`src/rtl/caf_pkg.sv`:
```
// caf_pkg: definitions shared by the cross-ambiguity sweep logic.
//   caf_state_e  - sweep sequencer state encoding (5 states, 3 bits)
//   IndexBits    - default arg_max index width
//   OutMaxBits   - default arg_max magnitude width
//   PhaseBits    - default frequency-shifter phase increment width
package caf_pkg;

  typedef enum logic [2:0] {
    StIdle   = 3'd0,
    StConfig = 3'd1,
    StWait   = 3'd2,
    StUpdate = 3'd3,
    StDone   = 3'd4
  } caf_state_e;

  localparam int unsigned IndexBits  = 4;
  localparam int unsigned OutMaxBits = 4;
  localparam int unsigned PhaseBits  = 10;

endpackage

```
`src/rtl/peak_tracker.sv`:
```
// peak_tracker: holds the global (max, index, bin) peak of a sweep.
// Ports:
//   clk, rst              - clock, synchronous active-high reset (clears the peak)
//   en                    - one-cycle update strobe for the current bin's result
//   first                 - current bin is bin 0; load unconditionally
//   in_max/in_index/in_bin - candidate result
//   out_max/out_index/out_bin - stored peak, held between updates
module peak_tracker
  import caf_pkg::*;
#(
  parameter int unsigned index_bits   = IndexBits,
  parameter int unsigned out_max_bits = OutMaxBits,
  parameter int unsigned bin_bits     = 3
) (
  input  logic                    clk,
  input  logic                    rst,
  input  logic                    en,
  input  logic                    first,
  input  logic [out_max_bits-1:0] in_max,
  input  logic [index_bits-1:0]   in_index,
  input  logic [bin_bits-1:0]     in_bin,
  output logic [out_max_bits-1:0] out_max,
  output logic [index_bits-1:0]   out_index,
  output logic [bin_bits-1:0]     out_bin
);

  // Strict compare: a tie keeps the earlier (lower) bin.
  logic load;
  assign load = en && (first || (in_max > out_max));

  always_ff @(posedge clk) begin
    if (rst) begin
      out_max   <= '0;
      out_index <= '0;
      out_bin   <= '0;
    end else if (load) begin
      out_max   <= in_max;
      out_index <= in_index;
      out_bin   <= in_bin;
    end
  end

endmodule

```
`src/rtl/caf_sweep_ctrl.sv`:
```
// caf_sweep_ctrl: sequences the frequency-bin sweep of the cross-ambiguity search.
// Per bin it presents a phase increment, pulses bin_start, waits for one arg_max
// result, and folds it into the global peak; the peak is offered once per sweep.
// Ports:
//   clk, rst        - clock, synchronous active-high reset
//   start           - begin a sweep (only honoured in idle)
//   busy            - sweep in progress
//   phase_inc       - current bin's phase increment for the shifter
//   bin_start       - one-cycle pulse at the start of each bin
//   m_axis_tvalid, in_max, in_index, s_axis_tready - arg_max result handshake
//   s_axis_tvalid, out_max, out_index, out_bin, m_axis_tready - sweep result handshake
module caf_sweep_ctrl
  import caf_pkg::*;
#(
  parameter int unsigned num_bins     = 8,
  parameter int unsigned bin_bits     = 3,
  parameter int unsigned index_bits   = IndexBits,
  parameter int unsigned out_max_bits = OutMaxBits,
  parameter int unsigned phase_bits   = PhaseBits,
  parameter int unsigned phase_start  = 0,
  parameter int unsigned phase_step   = 1
) (
  input  logic                    clk,
  input  logic                    rst,
  input  logic                    start,
  output logic                    busy,
  output logic [phase_bits-1:0]   phase_inc,
  output logic                    bin_start,
  input  logic                    m_axis_tvalid,
  input  logic [out_max_bits-1:0] in_max,
  input  logic [index_bits-1:0]   in_index,
  output logic                    s_axis_tready,
  output logic [out_max_bits-1:0] out_max,
  output logic [index_bits-1:0]   out_index,
  output logic [bin_bits-1:0]     out_bin,
  output logic                    s_axis_tvalid,
  input  logic                    m_axis_tready
);

  localparam logic [bin_bits-1:0]   LastBin    = bin_bits'(num_bins - 1);
  localparam logic [phase_bits-1:0] PhaseStart = phase_bits'(phase_start);
  localparam logic [phase_bits-1:0] PhaseStep  = phase_bits'(phase_step);

  caf_state_e              state_q;
  logic [bin_bits-1:0]     bin_q;
  logic [out_max_bits-1:0] res_max_q;
  logic [index_bits-1:0]   res_index_q;

  // Outputs are registered: each transition also sets the outputs of the target state.
  always_ff @(posedge clk) begin
    if (rst) begin
      state_q       <= StIdle;
      busy          <= 1'b0;
      bin_start     <= 1'b0;
      s_axis_tready <= 1'b0;
      s_axis_tvalid <= 1'b0;
      phase_inc     <= PhaseStart;
      bin_q         <= '0;
      res_max_q     <= '0;
      res_index_q   <= '0;
    end else begin
      bin_start <= 1'b0;
      unique case (state_q)
        StIdle: begin
          if (start) begin
            state_q   <= StConfig;
            busy      <= 1'b1;
            bin_start <= 1'b1;
            bin_q     <= '0;
            phase_inc <= PhaseStart;
          end
        end
        StConfig: begin
          state_q       <= StWait;
          s_axis_tready <= 1'b1;
        end
        StWait: begin
          if (m_axis_tvalid && s_axis_tready) begin
            state_q       <= StUpdate;
            s_axis_tready <= 1'b0;
            res_max_q     <= in_max;
            res_index_q   <= in_index;
          end
        end
        StUpdate: begin
          if (bin_q == LastBin) begin
            state_q       <= StDone;
            s_axis_tvalid <= 1'b1;
          end else begin
            state_q   <= StConfig;
            bin_start <= 1'b1;
            bin_q     <= bin_q + 1'b1;
            phase_inc <= phase_inc + PhaseStep;
          end
        end
        StDone: begin
          if (m_axis_tready) begin
            state_q       <= StIdle;
            busy          <= 1'b0;
            s_axis_tvalid <= 1'b0;
          end
        end
        default: begin
          state_q       <= StIdle;
          busy          <= 1'b0;
          s_axis_tready <= 1'b0;
          s_axis_tvalid <= 1'b0;
        end
      endcase
    end
  end

  peak_tracker #(
    .index_bits  (index_bits),
    .out_max_bits(out_max_bits),
    .bin_bits    (bin_bits)
  ) u_peak (
    .clk      (clk),
    .rst      (rst),
    .en       (state_q == StUpdate),
    .first    (bin_q == '0),
    .in_max   (res_max_q),
    .in_index (res_index_q),
    .in_bin   (bin_q),
    .out_max  (out_max),
    .out_index(out_index),
    .out_bin  (out_bin)
  );

endmodule

```
`config.mk`:
```
export PLATFORM = sky130hd
export DESIGN_NAME = caf_sweep_ctrl
export DESIGN_NICKNAME = d
export VERILOG_FILES = /design/src/rtl/caf_pkg.sv /design/src/rtl/peak_tracker.sv /design/src/rtl/caf_sweep_ctrl.sv
export SDC_FILE = /design/constraint.sdc
export NUM_CORES = 1
export LEC_CHECK = 0
export ABC_AREA = 0
export CORE_ASPECT_RATIO = 0.9
export CORE_MARGIN = 1.5
export CORE_UTILIZATION = 53
export CTS_BUF_LIST = sky130_fd_sc_hd__clkbuf_2 sky130_fd_sc_hd__clkbuf_4 sky130_fd_sc_hd__clkbuf_8
export CTS_CLUSTER_SIZE = 30
export DETAILED_ROUTE_END_ITERATION = 7
export PLACE_DENSITY = 0.82
export SLEW_MARGIN = 10
export SYNTH_ARGS = -nofsm -noshare
export SYNTH_HDL_FRONTEND = slang
export SYNTH_HIERARCHICAL = 1
export SYNTH_SLANG_ARGS = --single-unit
```
`constraint.sdc`:
```
create_clock -name clk -period 2 [get_ports clk]
set_input_delay 0.4 -clock clk [delete_from_list [all_inputs] [get_ports clk]]
set_output_delay 0.4 -clock clk [all_outputs]
set_load 0.05 [all_outputs]
```
==> results of run 1 <==
## how the worst max path moves through the flow
stage	to	slack [ps]	depth (start not counted)
after floorplan	u_peak/out_bin[0]$_SDFFE_PP0P_	200	7
after global placement	phase_inc[5]$_SDFFE_PP0P_	20	5
after detailed placement	phase_inc[5]$_SDFFE_PP0P_	-1	5
after CTS	phase_inc[2]	20	1
after global routing	phase_inc[0]	20	1
final	phase_inc[3]	60	1
## worst min-delay path: stages, from the launching register on
cell      delay, ps
dfxtp_1         310
nand2b_1         60
mux2i_1          60
## through the flow
stage / TNS, ps / power, mW / instance area (µm²)
floorplan: 0 / 0.956 / 1880
global placement: 0 / 1.03 / 2320
detailed placement: -1.41 / 1.03 / 2320
CTS: 0 / 1.70 / 2440
global route: 0 / 1.75 / 2440
finish: 0 / 1.69 / 2440
## report_power, final
group | internal [mW] | switching, mW | leakage, nW | total (mW)
Sequential | 0.791 | 0.0199 | 0.315 | 0.811
Clock | 0.403 | 0.270 | 0.0612 | 0.673
Combinational | 0.0940 | 0.108 | 0.510 | 0.202
## sequential cells by signal, indices dropped and copies added, names as in the netlist, 3 cells and up
name and cells:
bin_q 3, phase_inc 10, res_index_q 4, res_max_q 4
state_q 3, u_peak/out_bin 3, u_peak/out_index 4, u_peak/out_max 4
## cell usage in the layout (no fill, tap or decap), types with 8 or more instances in the layout
master	synthesis	routed
dfxtp_1	39	39
clkdlybuf4s50_1	0	36
nand2b_1	23	23
nor2_1	22	22
mux2i_1	20	20
a21oi_1	11	11
inv_1	10	10
buf_4	0	10
nand2_1	8	8
ha_1	8	8
## cell type report
class / count / area (µm²) / area share (%)
clock inverter: 2 / 35.0 / 1.43
timing repair buffer: 47 / 448 / 18.3
tap: 44 / 55.1 / 2.25
clock buffer: 6 / 82.6 / 3.38
inverter: 10 / 37.5 / 1.54
multi-input combinational: 143 / 1010 / 41.1
sequential: 39 / 781 / 31.9
## routing by layer
metal  track usage (%)  vias to the layer above  share of wire [%]
met3              4.56                        7                3.4
met5                 0                        -                  0
met2              32.9                       30                 48
met4              9.82                        0                1.8
met1              26.5                      744                 46
li1                  -                      783                  -
## cell families (layout without fill, tap and decap cells)
logic type,Yosys count,after routing,synth area share [%]
flops,39,39,41.4
fa+ha+maj,8,8,5.31
simple gates,79,79,24.2
xor+xnor,4,4,1.86
compound gates,32,32,11.4
mux,20,20,10.6
buf+inv,20,65,5.18
## repair_timing
item | in CTS | in global routing
endpoints found under the setup margin | 0 | 1
hold endpoints to repair | 0 | 0
hold buffers | 0 | 0
gates resized for setup | 0 | 1
==> summary.md, run 1 <==
| Metric | Value |
|---|---|
| FMAX | `514 MHz` |
| DP Wirelength | `2640 µm` |
| Max_cap viols | `0` |
| Worst path cell trace | `clkdlybuf4s50_1` |
| Fillcell total | `270` |
| Clock sinks | `39` |
| GP Congestion | `approximately 0.80` |
| DIE AREA | `3920 µm²` |
| Reg2reg end | `phase_inc[5]$_SDFFE_PP0P_` |
| Delay-heaviest family, CP | `buffers and inverters` |
| Count leader, synth | `dfxtp_1` |
| Initial antenna violation count | `0` |
| Final hold vios | `0` |
| Critical path launch point | `phase_inc[3]$_SDFFE_PP0P_` |
| Cell Rows | `20` |
| Critical path class | `flop to output port` |
| Antenna Violating Nets Remaining | `0` |
| Seq/Total Area, Yosys | `between 40% and 50%` |
| Clock Tree Buf Depth | `2` |
| Final Skew | `3.11 ps` |
| Pins Over Slew Limit | `0` |
| Clk root buf | `clkbuf_8` |
| # nets final | `267` |
| Netlist cell types | `39` |
| Area share of the largest cell type after synthesis | `41.4%` |
| Synth Area per Inst | `about 9.3 µm²` |
| First-pass GRT wire length | `6120 µm` |
| Crit. End Element | `output port` |
| Synth Flop Type | `dfxtp_1` |
| Worst hold path stage count | `2` |
| Post-synthesis register bit count | `39` |
| Worst Hold Path EP | `u_peak/out_index[0]$_SDFFE_PP0P_` |
| Remaining global-route overflow | `0` |
| Leak | `0.887 nW` |
| Worst path arrival time | `1540 ps` |
| Worst path buffer plus inverter count | `1` |
| DP Cell Count | `approximately 280` |
| Vias in the first global route | `1417` |
| Drt total wl | `3660 µm` |
| Final setup viols | `0` |
| Worst Min Path Start | `u_peak/out_index[0]$_SDFFE_PP0P_` |
| Syn_nets | `223` |
| Starting density of the core | `between 50% and 60%` |
| R2R Path Start | `bin_q[0]$_SDFFE_PP0P_` |
| FF-to-FF path depth | `6` |
| Vias/cell | `~5.4` |
| Syn-to-layout area delta | `29.7%` |
| DR vias | `1564` |
| Number of synthesized flops with an enable pin | `0` |
| Fin Hold WS | `475 ps` |
| Critical Path RT | `1600 ps` |
| Worst skew pair latency | `290 ps` |
| Htree depth | `2` |
| Starting DRT DRC Count | `97` |
| Commonest cells in the netlist | `39 x dfxtp_1, 23 x nand2b_1, 22 x nor2_1` |
| Final min period | `1940 ps` |
| Critical Path Slowest Stage Cell | `clkdlybuf4s50_1` |
| RSZ-0062 raised after global routing | `no` |
| Post-Place Setup Slack | `-1.41 ps` |
| Post-Synthesis Cells | `202` |
| # diodes | `0` |
| GRT Util Overall | `between 20% and 30%` |
| Wire per inst | `12.6 µm` |
| Top cells by area, synth | `dfxtp_1 41%, mux2i_1 11%, nand2b_1 7.6%, ha_1 5.3%, nor2_1 4.4%` |
| Layout cell share with drive strength beyond 1 | `12.1%` |
| Post-Syn Area | `1880 µm²` |
| Crit start category | `flop` |
| Min setup slack post-route | `56.0 ps` |
| Largest net degree at the start of global routing | `44` |
| Die Ht | `59.6 µm` |
| Worst path max stage delay | `830 ps` |
| Asr flop ratio synth | `0%` |
| Maximum vdd drop | `0.413 mV` |
| TritonCTS Buffers | `5` |
| Yosys top cell by area | `dfxtp_1` |
| DRT Pass-1 Iters | `4` |
| Worst min-delay path class | `flop to flop` |
| Final design utilization | `72.4%` |
| IO Pins | `38` |
| Status | `complete, no violations` |
| I/O Buffers | `37` |
| Crit Path Max Fanout | `5` |
| Residual DRC | `0` |
| Power Dens Cells | `about 690 nW/µm²` |
| Worst slew margin | `66.1%` |
| CTS tree | `built` |
| Tightest Pin Transition | `507 ps` |
| Final Instance Count excl. Fillers | `291` |
| Fin crit share | `97.2%` |
| Die X | `about 66 µm` |
| Setup Fix Bufs, Post-CTS | `0` |
| Warnings, synthesis | `6` |
| Core area | `3380 µm²` |
| Worst R2R Setup Slack | `120 ps` |
| Clk slew on worst S/H paths | `70 ps` |
(Power assumes the default switching activity.)
==> inputs of run 2 (changes only) <==
--- a/config.mk
+++ b/config.mk
@@ -13,6 +13,7 @@
 export CTS_CLUSTER_SIZE = 30
 export DETAILED_ROUTE_END_ITERATION = 7
 export PLACE_DENSITY = 0.82
+export SETUP_SLACK_MARGIN = 0.15
 export SLEW_MARGIN = 10
 export SYNTH_ARGS = -nofsm -noshare
 export SYNTH_HDL_FRONTEND = slang
==> run 2 against run 1 <==
Against the previous run: design area up 0.46%; clock skew about the same; worst hold slack worse by 2.9 ps; clock-buffer cell count unchanged; critical path type unchanged; largest cell class unchanged; largest power group unchanged.
==> summary.md, run 2 (synthesis gave the netlist of run 1 again) <==
| Metric | Value |
|---|---|
| CTS tree | `built` |
| Setup Fix Bufs, Post-CTS | `0` |
| Core area | `3380 µm²` |
| Drt total wl | `3780 µm` |
| Worst path buffer plus inverter count | `1` |
| Met3 wire len | `128 µm` |
| Crit. End Element | `output port` |
| GP Congestion | `0.804` |
| Final setup viols | `0` |
| Clock group share of total power | `39.9%` |
| Final design utilization | `72.7%` |
| Net Sw Frac | `23.6%` |
| # diodes | `0` |
| Leak | `1.04 nW` |
| Die Ht | `59.6 µm` |
| Fin crit share | `90.9%` |
| Max_cap viols | `0` |
| Wire per inst | `13.0 µm` |
| Clk slew on worst S/H paths | `70 ps` |
| Worst path cell trace | `clkdlybuf4s50_1` |
| Worst path max stage delay | `800 ps` |
| Most frequent cells in the layout | `37 x dfxtp_1, 23 x nand2b_1, 22 x nor2_1, 20 x mux2i_1, 17 x dlygate4sd2_1` |
| Max FFs per register | `10` |
| Residual DRC | `0` |
| DR vias | `1559` |
| Final min period | `1820 ps` |
| Die X | `65.9 µm` |
| Worst min-delay path class | `flop to flop` |
| Critical Path Slowest Stage Cell | `clkdlybuf4s50_1` |
| Post-Place Setup Slack | `-1.41 ps` |
| Vias in the first global route | `1425` |
| Remaining global-route overflow | `0` |
| IO Pins | `38` |
| Hold_buf cts | `0` |
| RSZ-0062 raised after global routing | `yes` |
| Crit start category | `flop` |
| GRT Util Overall | `about a fifth` |
| M1 wire length | `1720 µm` |
| Crit Path Max Fanout | `2` |
| Combinational power share | `11.9%` |
| Power Dens Cells | `a little under 700 nW/µm²` |
| DRT Pass-1 Iters | `5` |
| Clock sinks | `39` |
| Worst R2R Setup Slack | `between 150 and 200 ps` |
| Internal Power | `1.28 mW` |
| Layout cell share with drive strength beyond 1 | `a little over an eighth` |
| Largest net degree at the start of global routing | `44` |
| Met2 WL post-DR | `1860 µm` |
| Starting DRT DRC Count | `119` |
| Most common cell after layout, fill and taps aside | `dfxtp_1` |
| Clock Tree Buf Depth | `2` |
| FMAX | `550 MHz` |
| Worst path arrival time | `between 1000 and 1500 ps` |
| Final hold vios | `0` |
| Clk root buf | `clkbuf_8` |
| Antenna Violating Nets Remaining | `0` |
| Worst skew pair latency | `290 ps` |
| Min setup slack post-route | `about 180 ps` |
| Fin Hold WS | `472 ps` |
| Switching power | `between 0.3 and 0.4 mW` |
| I/O Buffers | `37` |
| Critical Path RT | `roughly 1600 ps` |
| TritonCTS Buffers | `5` |
| Worst slew margin | `around two thirds` |
| Fillcell total | `274` |
| # nets final | `around 270` |
| Initial antenna violation count | `0` |
| Top routing layer in use | `met4` |
| Part of the power in registers | `about half` |
| DIE AREA | `between 3000 and 4000 µm²` |
| Delay-heaviest family, CP | `buffers and inverters` |
| Pins Over Slew Limit | `0` |
| Syn-to-layout area delta | `30.3%` |
| Tightest Pin Transition | `513 ps` |
| Cell Rows | `20` |
| Maximum vdd drop | `between 0.4 and 0.5 mV` |
| Starting density of the core | `approximately 56%` |
| Biggest register | `phase_inc` |
| Final Skew | `around 3.4 ps` |
| Vias/cell | `~5.4` |
| DP Wirelength | `2640 µm` |
| Status | `complete, no violations` |
| Critical path class | `flop to output port` |
| Htree depth | `2` |
| First-pass GRT wire length | `between 6000 and 7000 µm` |
## run 2: changes by cell type in the layout (fill, tap and decap cells not counted), sizes merged
cell and change:
clkdlybuf4s50 -21, dlygate4sd2 +17, dlymetal6s2s +4
## run 2: worst paths after layout
| kind | startpoint | to | cells after the start |
|---|---|---|---|
| min reg2reg | u_peak/out_index[0]$_SDFFE_PP0P_ | u_peak/out_index[0]$_SDFFE_PP0P_ | 2 |
| max | u_peak/out_bin[0]$_SDFFE_PP0P_ | out_bin[0] | 1 |
| min | u_peak/out_index[0]$_SDFFE_PP0P_ | u_peak/out_index[0]$_SDFFE_PP0P_ | 2 |
| max reg2reg | bin_q[0]$_SDFFE_PP0P_ | phase_inc[5]$_SDFFE_PP0P_ | 6 |
## run 2: what timing repair did
action,in CTS,in global routing
gates resized for setup,18,9
cloned,0,0
pin swaps,1,2
endpoints found under the setup margin,18,11
## run 2: area by class of cell
type	count	area, µm²	share of cell area, %
well taps	44	55.1	2.24
repair buffers	47	437	17.8
multi-input cells	143	1030	41.8
flip-flops and latches	39	783	31.9
clock inverters	2	35.0	1.43
clock buffers	6	82.6	3.36
inverters	10	37.5	1.53
## run 2: power groups by stage
stage	sequential, mW	clock (mW)	combinational (mW)
after floorplan	0.849	0	0.107
after global placement	0.829	0	0.198
after detailed placement	0.829	0	0.201
after CTS	0.811	0.685	0.198
after global routing	0.814	0.711	0.218
final	0.811	0.672	0.200
## run 2: worst register-to-register path: cells and delay by family, from the launching register on
kind,cells,cell delay (ps)
adders and majority gates,2,410
and+or+nand+nor,3,920
AOI/OAI and AO/OA,1,80
DFF,1,340
## run 2: metrics by stage
stage	cells	TNS, ps	cell area [µm²]	power (mW)
finish	291	0	2460	1.68
global route	291	0	2460	1.74
CTS	291	0	2420	1.69
detailed placement	283	-1.41	2320	1.03
global placement	283	0	2320	1.03
floorplan	202	0	1880	0.956
## run 2: layer usage
metal / global-route usage, % / up-vias
met3: 4.56 / 8
met5: 0 / -
met2: 33.8 / 31
met4: 9.82 / 0
met1: 26.5 / 741
li1: - / 779
==> inputs of run 3 (changes only) <==
--- a/config.mk
+++ b/config.mk
@@ -8,11 +8,11 @@
 export ABC_AREA = 0
 export CORE_ASPECT_RATIO = 0.9
 export CORE_MARGIN = 1.5
-export CORE_UTILIZATION = 53
+export CORE_UTILIZATION = 45
 export CTS_BUF_LIST = sky130_fd_sc_hd__clkbuf_2 sky130_fd_sc_hd__clkbuf_4 sky130_fd_sc_hd__clkbuf_8
 export CTS_CLUSTER_SIZE = 30
 export DETAILED_ROUTE_END_ITERATION = 7
-export PLACE_DENSITY = 0.82
+export PLACE_DENSITY = 0.71
 export SETUP_SLACK_MARGIN = 0.15
 export SLEW_MARGIN = 10
 export SYNTH_ARGS = -nofsm -noshare
==> constraint.sdc (replaced) <==
create_clock -name clk -period 2 [get_ports clk]
set_input_delay 0.3 -clock clk [delete_from_list [all_inputs] [get_ports clk]]
set_output_delay 0.3 -clock clk [all_outputs]
set_load 0.05 [all_outputs]
==> run 3 against run 2 <==
Against the previous run: clock-buffer cell count fell by 1; clock skew rose by 7.3 ps; die area up 17%; register-to-register slack better by 30 ps; worst setup slack improved by 36 ps; maximum frequency up 2.0%; sequential cell count stayed put; core utilization is 12 points lower; combinational power is essentially flat; critical path depth stayed put; sequential share of layout area is 0.099 points lower; total power is 1.2% lower; highest routed layer unchanged.
==> summary.md, run 3 (synthesis gave the netlist of run 1 again) <==
| Metric | Value |
|---|---|
| Core area | `~4000 µm²` |
| Worst skew pair latency | `290 ps` |
| DRT Pass-1 Iters | `4` |
| Layout cell share with drive strength beyond 1 | `13.0%` |
| Worst hold path stage count | `2` |
| CTS tree | `built` |
| DR vias | `1499` |
| FF-to-FF path depth | `6` |
| IO Pins | `38` |
| Remaining global-route overflow | `0` |
| # diodes | `0` |
| Die X | `71.2 µm` |
| Hold_buf cts | `0` |
| Drt total wl | `about 3500 µm` |
| Fin crit share | `approximately 89%` |
| DIE AREA | `4590 µm²` |
| Crit Path Max Fanout | `4` |
| Wire per inst | `11.9 µm` |
| Crit start category | `flop` |
| GRT Util Overall | `16.2%` |
| Worst path buffer plus inverter count | `1` |
| Critical Path RT | `1700 ps` |
| Most common cell after layout, fill and taps aside | `dfxtp_1` |
| # nets final | `roughly 270` |
| Initial antenna violation count | `0` |
| FMAX | `561 MHz` |
| Maximum vdd drop | `0.333 mV` |
| Critical Path Slowest Stage Cell | `clkdlybuf4s50_1` |
| Largest net degree at the start of global routing | `44` |
| Residual DRC | `0` |
| Crit. End Element | `output port` |
| Critical path depth in cells | `1` |
| Starting DRT DRC Count | `85` |
| Antenna Violating Nets Remaining | `0` |
| Worst path arrival time | `1480 ps` |
| Fillcell total | `357` |
| Biggest register | `phase_inc` |
| Leak | `0.963 nW` |
| Final min period | `1780 ps` |
| Clock sinks | `39` |
| Pins Over Slew Limit | `0` |
| Vias/cell | `roughly 5.1` |
| PnR Total Power | `roughly 1.7 mW` |
| Starting density of the core | `46.6%` |
| Die Ht | `64.4 µm` |
| Delay-heaviest family, CP | `buffers and inverters` |
| Max FFs per register | `10` |
| Most frequent cells in the layout | `38 x dfxtp_1, 30 x clkdlybuf4s50_1, 23 x nand2b_1, 22 x nor2_1, 20 x mux2i_1` |
| Tightest Pin Transition | `530 ps` |
| Worst slew margin | `64.6%` |
| First-pass GRT wire length | `around 6000 µm` |
| GP Congestion | `slightly below 0.8` |
| Clk root buf | `clkbuf_8` |
| Max_cap viols | `0` |
| Cell Rows | `22` |
| I/O Buffers | `37` |
| Register area | `782 µm²` |
| Worst path cell trace | `clkdlybuf4s50_1` |
| Final hold vios | `0` |
| Syn-to-layout area delta | `30.5%` |
| Final setup viols | `0` |
| Status | `complete, no violations` |
| Setup_tns | `0 ps` |
| Worst path max stage delay | `820 ps` |
| Multi-input logic area | `1010 µm²` |
| Worst min-delay path class | `flop to flop` |
| Htree depth | `2` |
| TritonCTS Buffers | `5` |
| RSZ-0062 raised after global routing | `yes` |
| Critical path class | `flop to output port` |
| Final Skew | `10.7 ps` |
| Clk slew on worst S/H paths | `~80 ps` |
| Power Dens Cells | `675 nW/µm²` |
| DP Wirelength | `2430 µm` |
| Vias in the first global route | `1313` |
| Clock Tree Buf Depth | `2` |
## run 3: final timing paths
| path | slack (ps) | from | end |
|---|---|---|---|
| worst max-delay path | 220 | phase_inc[5]$_SDFFE_PP0P_ | phase_inc[5] |
| worst min-delay path | 470 | bin_q[1]$_SDFFE_PP0P_ | bin_q[1]$_SDFFE_PP0P_ |
| worst max register to register | 220 | bin_q[0]$_SDFFE_PP0P_ | phase_inc[5]$_SDFFE_PP0P_ |
| worst min register to register | 470 | bin_q[1]$_SDFFE_PP0P_ | bin_q[1]$_SDFFE_PP0P_ |
## run 3: cell type report
type,count,share of cell area [%]
multi-input cells,143,41.1
clock buffers,5,2.80
flip-flops and latches,39,31.8
clock inverters,3,1.78
inverters,10,1.53
well taps,48,2.44
repair buffers,47,18.5
## run 3: routing by layer
| metal | GRT usage, % | part of all wire [%] | wire length, µm | up-vias |
|---|---|---|---|---|
| met2 | 24.7 | 43 | 1510 | 32 |
| li1 | - | - | - | 785 |
| met1 | 21.0 | 50 | 1760 | 678 |
| met3 | 4.42 | 5.1 | 179 | 4 |
| met5 | 0 | 0 | 0 | - |
| met4 | 8.49 | 1.5 | 53 | 0 |
## run 3: what timing repair did
| item | in CTS | in global routing |
|---|---|---|
| endpoints found under the hold margin | 0 | 0 |
| setup endpoints to repair | 3 | 9 |
| setup buffers | 0 | 1 |
| pin swaps | 1 | 1 |
| resized for setup | 3 | 7 |
## run 3: metrics by stage
| stage | instance area [µm²] | instances | utilization [%] | setup WS [ps] | hold WS (ps) |
|---|---|---|---|---|---|
| global route | 2460 | 295 | 60.8 | 142 | 493 |
| CTS | 2440 | 294 | 60.2 | 163 | 478 |
| detailed placement | 2320 | 286 | 57.4 | 66.0 | 463 |
| global placement | 2320 | 286 | 57.4 | 81.1 | 459 |
| floorplan | 1880 | 202 | - | 201 | 447 |
| finish | 2460 | 295 | 60.8 | 217 | 471 |
## run 3: power breakdown
group	internal, mW	leakage, nW	switching, mW
sequential	0.791	0.316	0.0208
combinational	0.0937	0.589	0.105
clock	0.371	0.0581	0.280
total	1.26	0.963	0.405
==> variant, RTL diff (config.mk and constraints of run 2) <==
`OutMaxBits`: 4 -> 3.
--- a/src/rtl/caf_pkg.sv
+++ b/src/rtl/caf_pkg.sv
@@ -14,7 +14,7 @@
   } caf_state_e;
 
   localparam int unsigned IndexBits  = 4;
-  localparam int unsigned OutMaxBits = 4;
+  localparam int unsigned OutMaxBits = 3;
   localparam int unsigned PhaseBits  = 10;
 
 endpackage
Ports: changed (resized in_max and out_max); port bits go from 38 to 36. The function was not compared with the original's and may differ.
==> variant against run 2 <==
Global-route usage fell by 0.32 points; sequential cell count fell by 2; wire length fell by 6.6%; sequential power fell by 3.6%; final area fell by 7.8%; worst setup slack improved by 38 ps; area after synthesis fell by 5.4%; total power fell by 4.5%.
==> variant: results (changes against run 2) <==
| Metric | Value |
|---|---|
| Status | complete, no violations (unchanged) |
| Adder-Cell Fraction of Synth Area | 4.92% (was 5.31%) |
| Cells after DPL | 257 (was 283) |
| Post-Layout Cell Count | 265 (was 291) |
| Mean Syn Cell Area | 9.58 um2 (was 9.33 um2) |
| First-pass GRT wire length | 5.91 mm (was 6.18 mm) |
| Vias in the first global route | 1307 (was 1425) |
| Fraction of layout cells with a size suffix above 1 | 10.3% (was 13.4%) |
| Slew @ Worst Pin | 527 ps (was 513 ps) |
| 1st-pass router iterations | 4 (was 5) |
| Number of port buffers | 35 (was 37) |
| Commonest cells post-synth | 37 x dfxtp_1, 24 x nor2_1, 21 x nand2b_1, 18 x mux2i_1 (was 39 x dfxtp_1, 23 x nand2b_1, 22 x nor2_1, 20 x mux2i_1, 11 x a21oi_1) |
| Hold depth | 2 (unchanged) |
| Worst R2R Setup Slack | 250 ps (was 190 ps) |
| Critical Path AT | 1380 ps (was 1420 ps) |
| Hold EP | u_peak/out_index[2] (was u_peak/out_index[0]) |
| Synth cell types | 38 (was 39) |
| Clock Skews | 4.61 ps (was 3.41 ps) |
| Routed vias/inst | 5.23 (was 5.36) |
| Compound-Gate Fraction of Synth Area | 9.34% (was 11.4%) |
| Peak supply drop | 0.664 mV (was 0.412 mV) |
| Worst Reg-to-Reg Cells | 7 (was 6) |
| Placer Congestion | 0.791 (was 0.804) |
| Post-Route WL | 3.53 mm (was 3.78 mm) |
| Tot GR Track Use | 20.5% (was 20.8%) |
| Initial DRC count | 61 (was 119) |
| Top cells by area, synth | dfxtp_1 42%, mux2i_1 10%, nand2b_1 7.4% (was dfxtp_1 41%, mux2i_1 11%, nand2b_1 7.6%) |
| Post-DP HPWL | 2.51 mm (was 2.64 mm) |
| Seq/Total Area, Yosys | 41.6% (was 41.4%) |
| Switching share of power | 27.3% (was 23.6%) |
| Pin count of the biggest net entering global routing | 40 (was 44) |
| CP max FO | 1 (was 2) |
| Net count reported at finish | 242 (was 267) |
| CP max stage delay | about 800 ps |
| XOR/XNOR Fraction of Synth Area | 4.42% (was 1.86%) |
| Post-synthesis mux area share | 10.1% (was 10.6%) |
variant: changes by cell type in the layout (fill, tap and decap cells not counted), sizes merged, moves of 4 or more:
cell | run 2 | this run
xor2 | 4 | 8
inv | 10 | 6
a21oi | 12 | 8
buf | 10 | 6
o21ai | 8 | 2
variant: worst max-delay path by stage:
stage	from	endpoint	cells past startpoint
final	bin_start	bin_start	1
after global routing	bin_q[0]	u_peak/out_max[1]	7
after CTS	u_peak/out_max[2]	out_max[2]	1
after detailed placement	start	phase_inc[9]	6
after global placement	start	phase_inc[3]	6
after floorplan	u_peak/out_max[1]	u_peak/out_bin[0]	6
variant: through the flow:
step	hold WS [ps]	cell area, um2	setup slack, ps	total power, mW
6_report	472	2260	220	1.61
2_1_floorplan	451	1780	174	1.01
3_3_place_gp	459	2150	222	1.08
4_1_cts	476	2220	150	1.61
3_5_place_dp	467	2150	131	1.09
5_1_grt	492	2260	151	1.69
variant: cell families after synthesis:
logic type | count (synthesis)
DFF | 37
AOI/OAI and AO/OA | 24
xor gates and xnor gates | 9
muxes | 18
and+or+nand+nor | 74
adders and majority gates | 7
buffers and inverters | 17
variant: metal layers:
metal  wire [um]  up-vias  track usage [%]
li1            -      709                -
met5           0        -                0
met3         105        7             4.66
met1        1770      648             26.6
met4          51        0             8.21
met2        1610       23             33.5
variant: final cells by class:
| cell class | count | area [um2] |
|---|---|---|
| timing repair buffer | 41 | 400 |
| inverter | 6 | 22.5 |
| clock buffer | 7 | 90.1 |
| sequential | 37 | 741 |
| tap | 42 | 52.6 |
| multi-input combinational | 132 | 958 |
| fill | 248 | 873 |
variant: power groups by stage:
stage	sequential (mW)	clock (mW)	combinational, mW
after floorplan	0.835	0	0.175
after global placement	0.796	0	0.281
after detailed placement	0.797	0	0.289
after CTS	0.781	0.540	0.285
after global routing	0.786	0.585	0.315
final	0.782	0.533	0.292
variant: repair_timing:
action | 4_1_cts | 5_1_grt
endpoints found under the setup margin | 15 | 25
resized for setup | 15 | 13
hold buffers | 0 | 0
pin swaps | 0 | 0
gates cloned | 0 | 1
